<file path="src/rtl/fpm_pkg.sv">
// -----------------------------------------------------------------------------
// fpm_pkg
// Shared definitions for the FPM host sequencer and its helpers.
//   - default IEEE-754 single-precision field widths and total word width
//   - sequencer state encoding (IDLE, ISSUE, WAIT, HOLD)
//   - bit positions inside the 3-bit exception class vector
// -----------------------------------------------------------------------------
package fpm_pkg;

  localparam int FPM_EXP_W = 8;
  localparam int FPM_MAN_W = 23;
  localparam int FPM_W     = 1 + FPM_EXP_W + FPM_MAN_W;

  localparam logic [1:0] ST_IDLE  = 2'd0;
  localparam logic [1:0] ST_ISSUE = 2'd1;
  localparam logic [1:0] ST_WAIT  = 2'd2;
  localparam logic [1:0] ST_HOLD  = 2'd3;

  localparam int EXC_ZERO = 0;
  localparam int EXC_INF  = 1;
  localparam int EXC_NAN  = 2;

endpackage

</file>
<file path="src/rtl/fpm_result_classify.sv">
// -----------------------------------------------------------------------------
// fpm_result_classify
// Purely combinational decoder of the exponent/mantissa fields of an
// IEEE-754 style word into a {nan, inf, zero} class vector. The sign bit
// does not affect the class, so only exponent and mantissa are taken in.
//
// Ports:
//   exp_i  in  EXP_W  exponent field
//   man_i  in  MAN_W  mantissa field
//   exc_o  out 3      class vector, bit positions EXC_ZERO/EXC_INF/EXC_NAN
// -----------------------------------------------------------------------------
module fpm_result_classify
  import fpm_pkg::*;
#(
  parameter int EXP_W = FPM_EXP_W,
  parameter int MAN_W = FPM_MAN_W
) (
  input  logic [EXP_W-1:0] exp_i,
  input  logic [MAN_W-1:0] man_i,
  output logic [2:0]       exc_o
);

  logic exp_zero;
  logic exp_ones;
  logic man_zero;

  assign exp_zero = (exp_i == '0);
  assign exp_ones = &exp_i;
  assign man_zero = (man_i == '0);

  // Denormals (exp==0, man!=0) and ordinary numbers map to no class bit.
  always_comb begin
    exc_o           = 3'b000;
    exc_o[EXC_ZERO] = exp_zero & man_zero;
    exc_o[EXC_INF]  = exp_ones & man_zero;
    exc_o[EXC_NAN]  = exp_ones & ~man_zero;
  end

endmodule

</file>
<file path="src/rtl/fpm_host_sequencer.sv">
// -----------------------------------------------------------------------------
// fpm_host_sequencer
// Initiator side of the pipelined floating-point multiplier control interface.
// Takes one operand pair over a valid/ready handshake, pulses fpm_start for a
// single cycle, waits for fpm_flag (guarded by a watchdog), then holds the
// captured product on a valid/ready output until the consumer takes it.
// Only one transaction is ever in flight.
//
// Optional build macro:
//   FPM_EXC_DETECT_EN  when defined, out_exc carries the {nan,inf,zero} class
//                      of the captured product; otherwise out_exc is 3'b000.
//
// Ports:
//   clk, rst              clock, synchronous active-high reset
//   in_valid/in_ready     operand handshake; in_a/in_b operands
//   fpm_start             one-cycle start pulse to the multiplier
//   fpm_a/fpm_b           operands held for the multiplier
//   fpm_flag/fpm_result   multiplier done flag and product
//   out_valid/out_ready   result handshake; out_result product (0 on timeout)
//   out_timeout           multiplier did not respond within TIMEOUT cycles
//   out_exc               result class {nan,inf,zero}
//   busy                  sequencer is not idle
//
// Parameters: EXP_W, MAN_W field widths; TIMEOUT watchdog limit (>= 2).
// -----------------------------------------------------------------------------
module fpm_host_sequencer
  import fpm_pkg::*;
#(
  parameter  int EXP_W   = FPM_EXP_W,
  parameter  int MAN_W   = FPM_MAN_W,
  parameter  int TIMEOUT = 16,
  localparam int W       = 1 + EXP_W + MAN_W
) (
  input  logic         clk,
  input  logic         rst,
  input  logic         in_valid,
  output logic         in_ready,
  input  logic [W-1:0] in_a,
  input  logic [W-1:0] in_b,
  output logic         fpm_start,
  output logic [W-1:0] fpm_a,
  output logic [W-1:0] fpm_b,
  input  logic         fpm_flag,
  input  logic [W-1:0] fpm_result,
  output logic         out_valid,
  input  logic         out_ready,
  output logic [W-1:0] out_result,
  output logic         out_timeout,
  output logic [2:0]   out_exc,
  output logic         busy
);

  // Watchdog counter only has to reach TIMEOUT-1.
  localparam int              CNT_W    = (TIMEOUT > 1) ? $clog2(TIMEOUT) : 1;
  localparam logic [CNT_W-1:0] CNT_LAST = CNT_W'(TIMEOUT - 1);

  logic [1:0]       state_q, state_d;
  logic [CNT_W-1:0] cnt_q, cnt_d;

  logic             in_ready_q;
  logic             fpm_start_q;
  logic             out_valid_q;
  logic [W-1:0]     a_q, b_q;
  logic [W-1:0]     res_q;
  logic             tmo_q;

  logic             accept;
  logic             capture;
  logic             expire;

  // Handshake qualification. A flag seen outside WAIT is never acted on.
  assign accept  = (state_q == ST_IDLE) & in_valid & in_ready_q;
  assign capture = (state_q == ST_WAIT) & fpm_flag;
  // The flag has priority when it coincides with the last watchdog cycle.
  assign expire  = (state_q == ST_WAIT) & ~fpm_flag & (cnt_q == CNT_LAST);

  always_comb begin
    state_d = state_q;
    cnt_d   = cnt_q;
    case (state_q)
      ST_IDLE: begin
        if (accept) state_d = ST_ISSUE;
      end
      ST_ISSUE: begin
        cnt_d   = '0;
        state_d = ST_WAIT;
      end
      ST_WAIT: begin
        // Counter is frozen on the exit cycle, so it can never wrap.
        if (capture || expire) state_d = ST_HOLD;
        else                   cnt_d   = cnt_q + CNT_W'(1);
      end
      ST_HOLD: begin
        if (out_ready) state_d = ST_IDLE;
      end
      default: state_d = ST_IDLE;
    endcase
  end

  // Control registers. Handshake outputs are registered from the next state
  // so that every output is low while rst is held.
  always_ff @(posedge clk) begin
    if (rst) begin
      state_q     <= ST_IDLE;
      cnt_q       <= '0;
      in_ready_q  <= 1'b0;
      fpm_start_q <= 1'b0;
      out_valid_q <= 1'b0;
    end else begin
      state_q     <= state_d;
      cnt_q       <= cnt_d;
      in_ready_q  <= (state_d == ST_IDLE);
      fpm_start_q <= (state_d == ST_ISSUE);
      out_valid_q <= (state_d == ST_HOLD);
    end
  end

  // Operand and result registers. Operands change only on acceptance;
  // the result changes only when WAIT is left.
  always_ff @(posedge clk) begin
    if (rst) begin
      a_q   <= '0;
      b_q   <= '0;
      res_q <= '0;
      tmo_q <= 1'b0;
    end else begin
      if (accept) begin
        a_q <= in_a;
        b_q <= in_b;
      end
      if (capture) begin
        res_q <= fpm_result;
        tmo_q <= 1'b0;
      end else if (expire) begin
        res_q <= '0;
        tmo_q <= 1'b1;
      end
    end
  end

`ifdef FPM_EXC_DETECT_EN
  logic [2:0] exc_class;
  logic [2:0] exc_q;

  fpm_result_classify #(
    .EXP_W (EXP_W),
    .MAN_W (MAN_W)
  ) u_classify (
    .exp_i (fpm_result[W-2 -: EXP_W]),
    .man_i (fpm_result[MAN_W-1:0]),
    .exc_o (exc_class)
  );

  // Class is captured alongside the product; a timeout carries no class.
  always_ff @(posedge clk) begin
    if (rst) begin
      exc_q <= 3'b000;
    end else if (capture) begin
      exc_q <= exc_class;
    end else if (expire) begin
      exc_q <= 3'b000;
    end
  end

  assign out_exc = exc_q;
`else
  assign out_exc = 3'b000;
`endif

  assign in_ready    = in_ready_q;
  assign fpm_start   = fpm_start_q;
  assign fpm_a       = a_q;
  assign fpm_b       = b_q;
  assign out_valid   = out_valid_q;
  assign out_result  = res_q;
  assign out_timeout = tmo_q;
  assign busy        = (state_q != ST_IDLE);

endmodule

</file>
<file path="config.mk">
export PLATFORM = sky130hd
export DESIGN_NAME = fpm_host_sequencer
export DESIGN_NICKNAME = d
export VERILOG_FILES = /design/src/rtl/fpm_pkg.sv /design/src/rtl/fpm_result_classify.sv /design/src/rtl/fpm_host_sequencer.sv
export SDC_FILE = /design/constraint.sdc
export NUM_CORES = 1
export LEC_CHECK = 0
export CAP_MARGIN = 20
export CORE_MARGIN = 5
export CORE_UTILIZATION = 39
export DETAILED_ROUTE_END_ITERATION = 16
export GPL_TIMING_DRIVEN = 0
export HOLD_SLACK_MARGIN = 0.03
export PLACE_DENSITY_LB_ADDON = 0.08
export SLEW_MARGIN = 20
export SYNTH_ARGS = -nofsm -noshare
export SYNTH_HDL_FRONTEND = slang
export SYNTH_SLANG_ARGS = --single-unit
export TNS_END_PERCENT = 10
</file>
<file path="constraint.sdc">
create_clock -name clk -period 1.9 [get_ports clk]
set_clock_uncertainty 0.1 [all_clocks]
set_input_delay 0.38 -clock clk [delete_from_list [all_inputs] [get_ports clk]]
set_output_delay 0.38 -clock clk [all_outputs]
set_load 0.005 [all_outputs]
</file>
==> flow_metrics.env <==
export IMPL_outcome="finished clean"
export IMPL_ys_seq_area_share_pct=54.7
export IMPL_initial_utilization_pct=39.9
export IMPL_ctsHoldBuffers=0
export IMPL_root_buffer="clkbuf_8"
export IMPL_crit_start="state_q[1]$_SDFF_PP0_"
export IMPL_wl_per_cell_um=14.5
export IMPL_fin_crit_ps=1790
export IMPL_cp_data_required_time_ps=1420
export IMPL_via_per_inst=4.75
export IMPL_antenna_found_initial=0
export IMPL_layout_commonest_cell="clkdlybuf4s50_1"
export IMPL_cts_tree="yes"
export IMPL_ys_warn_count=0
export IMPL_worstSetupPathType="reg -> out"
export IMPL_switching_share_pct=25.5
export IMPL_area_growth_pct=61.0
export IMPL_numClockSinks=106
export IMPL_async_flop_share_pct=0
export IMPL_vias=3944
export IMPL_pwr_density_cell_nw_per_um2=715
export IMPL_drt_pass1_iterations=4
export IMPL_synth_ff_type="dfxtp_1"
export IMPL_cp_start_kind="register"
export IMPL_synthDistinctLibCells=34
export IMPL_p_leak_nw=2.17
export IMPL_clk_latency_ps=360
export IMPL_groute_usage_overall_pct=19.5
export IMPL_final_cell_mix="clkdlybuf4s50_1 (199), nand2_1 (161), dfxtp_1 (104)"
export IMPL_path_clk_slew_ps=90
export IMPL_power_frac_seq_pct=53.5
export IMPL_worst_slew_pin_slew_ps=529
export IMPL_rsz0062_at_grt="no"
export IMPL_period_share_pct=94.4
export IMPL_netlist_area_um2=3880
export IMPL_fin_nets=795
export IMPL_port_buffers=200
export IMPL_dp_cells=815
export IMPL_final_hold_viol_count=0
export IMPL_slew_viol_final=0
export IMPL_cts_made_buffers=9
export IMPL_avgSynthCellArea_um2=8.08
export IMPL_synth_seq_cells=106
export IMPL_setup_ws_ps=107
export IMPL_dp_hpwl_um=9380
export IMPL_fmax_mhz=558
export IMPL_diodes=0
export IMPL_std_cell_rows=36
export IMPL_grt_overflow=0
export IMPL_grt_pass1_wl_um=18500
export IMPL_grt_max_degree=16
export IMPL_maxCapViolCount=0
export IMPL_grt_pass1_vias=3848
export IMPL_setup_viol=0
export IMPL_pwr_share_clk_pct=28.0
export IMPL_combPwrFrac_pct=18.5
export IMPL_stdcell_count=831
export IMPL_core_area_um2=9730
export IMPL_setup_worst_path_end_class="output pin"
export IMPL_die_h_um=110
export IMPL_drive_gt1_share_pct=5.87
export IMPL_cts_htree_levels=3
export IMPL_ant_nets=0
export IMPL_cp_data_arrival_time_ps=1310
export IMPL_slew_headroom_pct=64.7
export IMPL_synth_cells=480
export IMPL_die_area_um2=12000
export IMPL_cts_buffer_depth=2
export IMPL_num_io_pins=205
export IMPL_cp_max_fo=10
export IMPL_final_util_pct=64.2
export IMPL_fin_total_pwr_w=0.00446
export IMPL_hp_class="reg -> reg"
export IMPL_drt_iter0_markers=136
export IMPL_r2r_start="cnt_q[0]$_SDFFE_PP0P_"
export IMPL_peakVddDrop_mv=0.333
export IMPL_drt_total_wl_um=12100
export IMPL_power_switching_w=0.00114
export IMPL_gp_congestion=0.809
export IMPL_drc_errors=0
export IMPL_synth_edf_count=0
export IMPL_intPower_w=0.00332
export IMPL_min_from="fpm_a[11]$_SDFFE_PP0P_"
export IMPL_die_w_um=110
export IMPL_dpl_worst_slack_ps=-102
[power groups by stage]
stage / registers (W) / logic (W) / clock network (W)
6_report: 0.00239 / 0.000824 / 0.00125
5_1_grt: 0.00240 / 0.000902 / 0.00137
4_1_cts: 0.00239 / 0.000834 / 0.00128
3_5_place_dp: 0.00244 / 0.000824 / 0
3_3_place_gp: 0.00243 / 0.000813 / 0
2_1_floorplan: 0.00244 / 0.000298 / 0
[worst max-delay path, cell delays in order (launching register included)]
cell           delay, ps
dfxtp_4              380
buf_6                140
nor2_4               130
inv_1                 40
dlygate4sd2_1        260
[path summary, 6_finish.rpt]
kind         depth (start not counted)  slack, ps                           to
max                                  4        110                         busy
min                                  2        360       fpm_a[11]$_SDFFE_PP0P_
max reg2reg                          5        170  out_result[13]$_SDFFE_PP0P_
min reg2reg                          2        360       fpm_a[11]$_SDFFE_PP0P_
[Yosys cell counts (2+ instances only)]
master	n	area share [%]
clkbuf_1	17	1.6
a21oi_1	102	13
nand3_1	3	0.39
buf_2	10	1.3
inv_1	2	0.19
o21ai_1	4	0.52
buf_4	13	2.5
nor2_1	6	0.58
o21ai_0	29	3.7
o211ai_1	2	0.39
nand2_1	161	16
nor3b_1	2	0.39
nor3_1	3	0.39
dfxtp_1	106	55
[cells by family (layout without fill, tap and decap cells)]
family          after synthesis  in the layout  synth area share, %
flops                       106            106                 54.7
simple gates                187            187                 19.9
fa+ha+maj                     1              1                0.323
other cells                   1              3               0.0967
buf+inv                      43            259                 5.78
compound gates              141            141                 18.9
mux                           1              1                0.258
[flip-flops by register name, indices dropped and copies added, names as in the netlist]
| name | flops |
|---|---|
| in_ready | 1 |
| fpm_b | 32 |
| out_timeout | 1 |
| fpm_a | 32 |
| out_result | 32 |
| out_valid | 1 |
| cnt_q | 4 |
| fpm_start | 1 |
| state_q | 2 |
[cell type report]
class                      instances  area, um2
multi-input combinational        333       1550
tap                              133        166
timing repair buffer             200       2000
inverter                           2       7.51
sequential                       106       2130
buffer                            41        229
clock buffer                      14        153
clock inverter                     2       12.5
fill                             895       3490
[through the flow]
| step | TNS (ps) | cell area [um2] | hold WS, ps |
|---|---|---|---|
| 5_1_grt | 0 | 6240 | 374 |
| 4_1_cts | 0 | 6240 | 360 |
| 3_5_place_dp | -1550 | 6050 | 346 |
| 2_1_floorplan | 0 | 3880 | 353 |
| 6_report | 0 | 6240 | 355 |
| 3_3_place_gp | -1490 | 6050 | 341 |
[layer usage]
layer  up-vias  GRT usage [%]  wire, um
met2       144           33.2      5680
li1       2004              -         -
met1      1784           22.7      5010
met3        12           6.99      1210
met5         -              0         0
met4         0           6.86       163
[what timing repair did]
item	CTS	global route
buffers inserted	0	0
resized for setup	10	0
endpoints found under the setup margin	1	0
No activity file was read; power rests on OpenSTA's default activity.
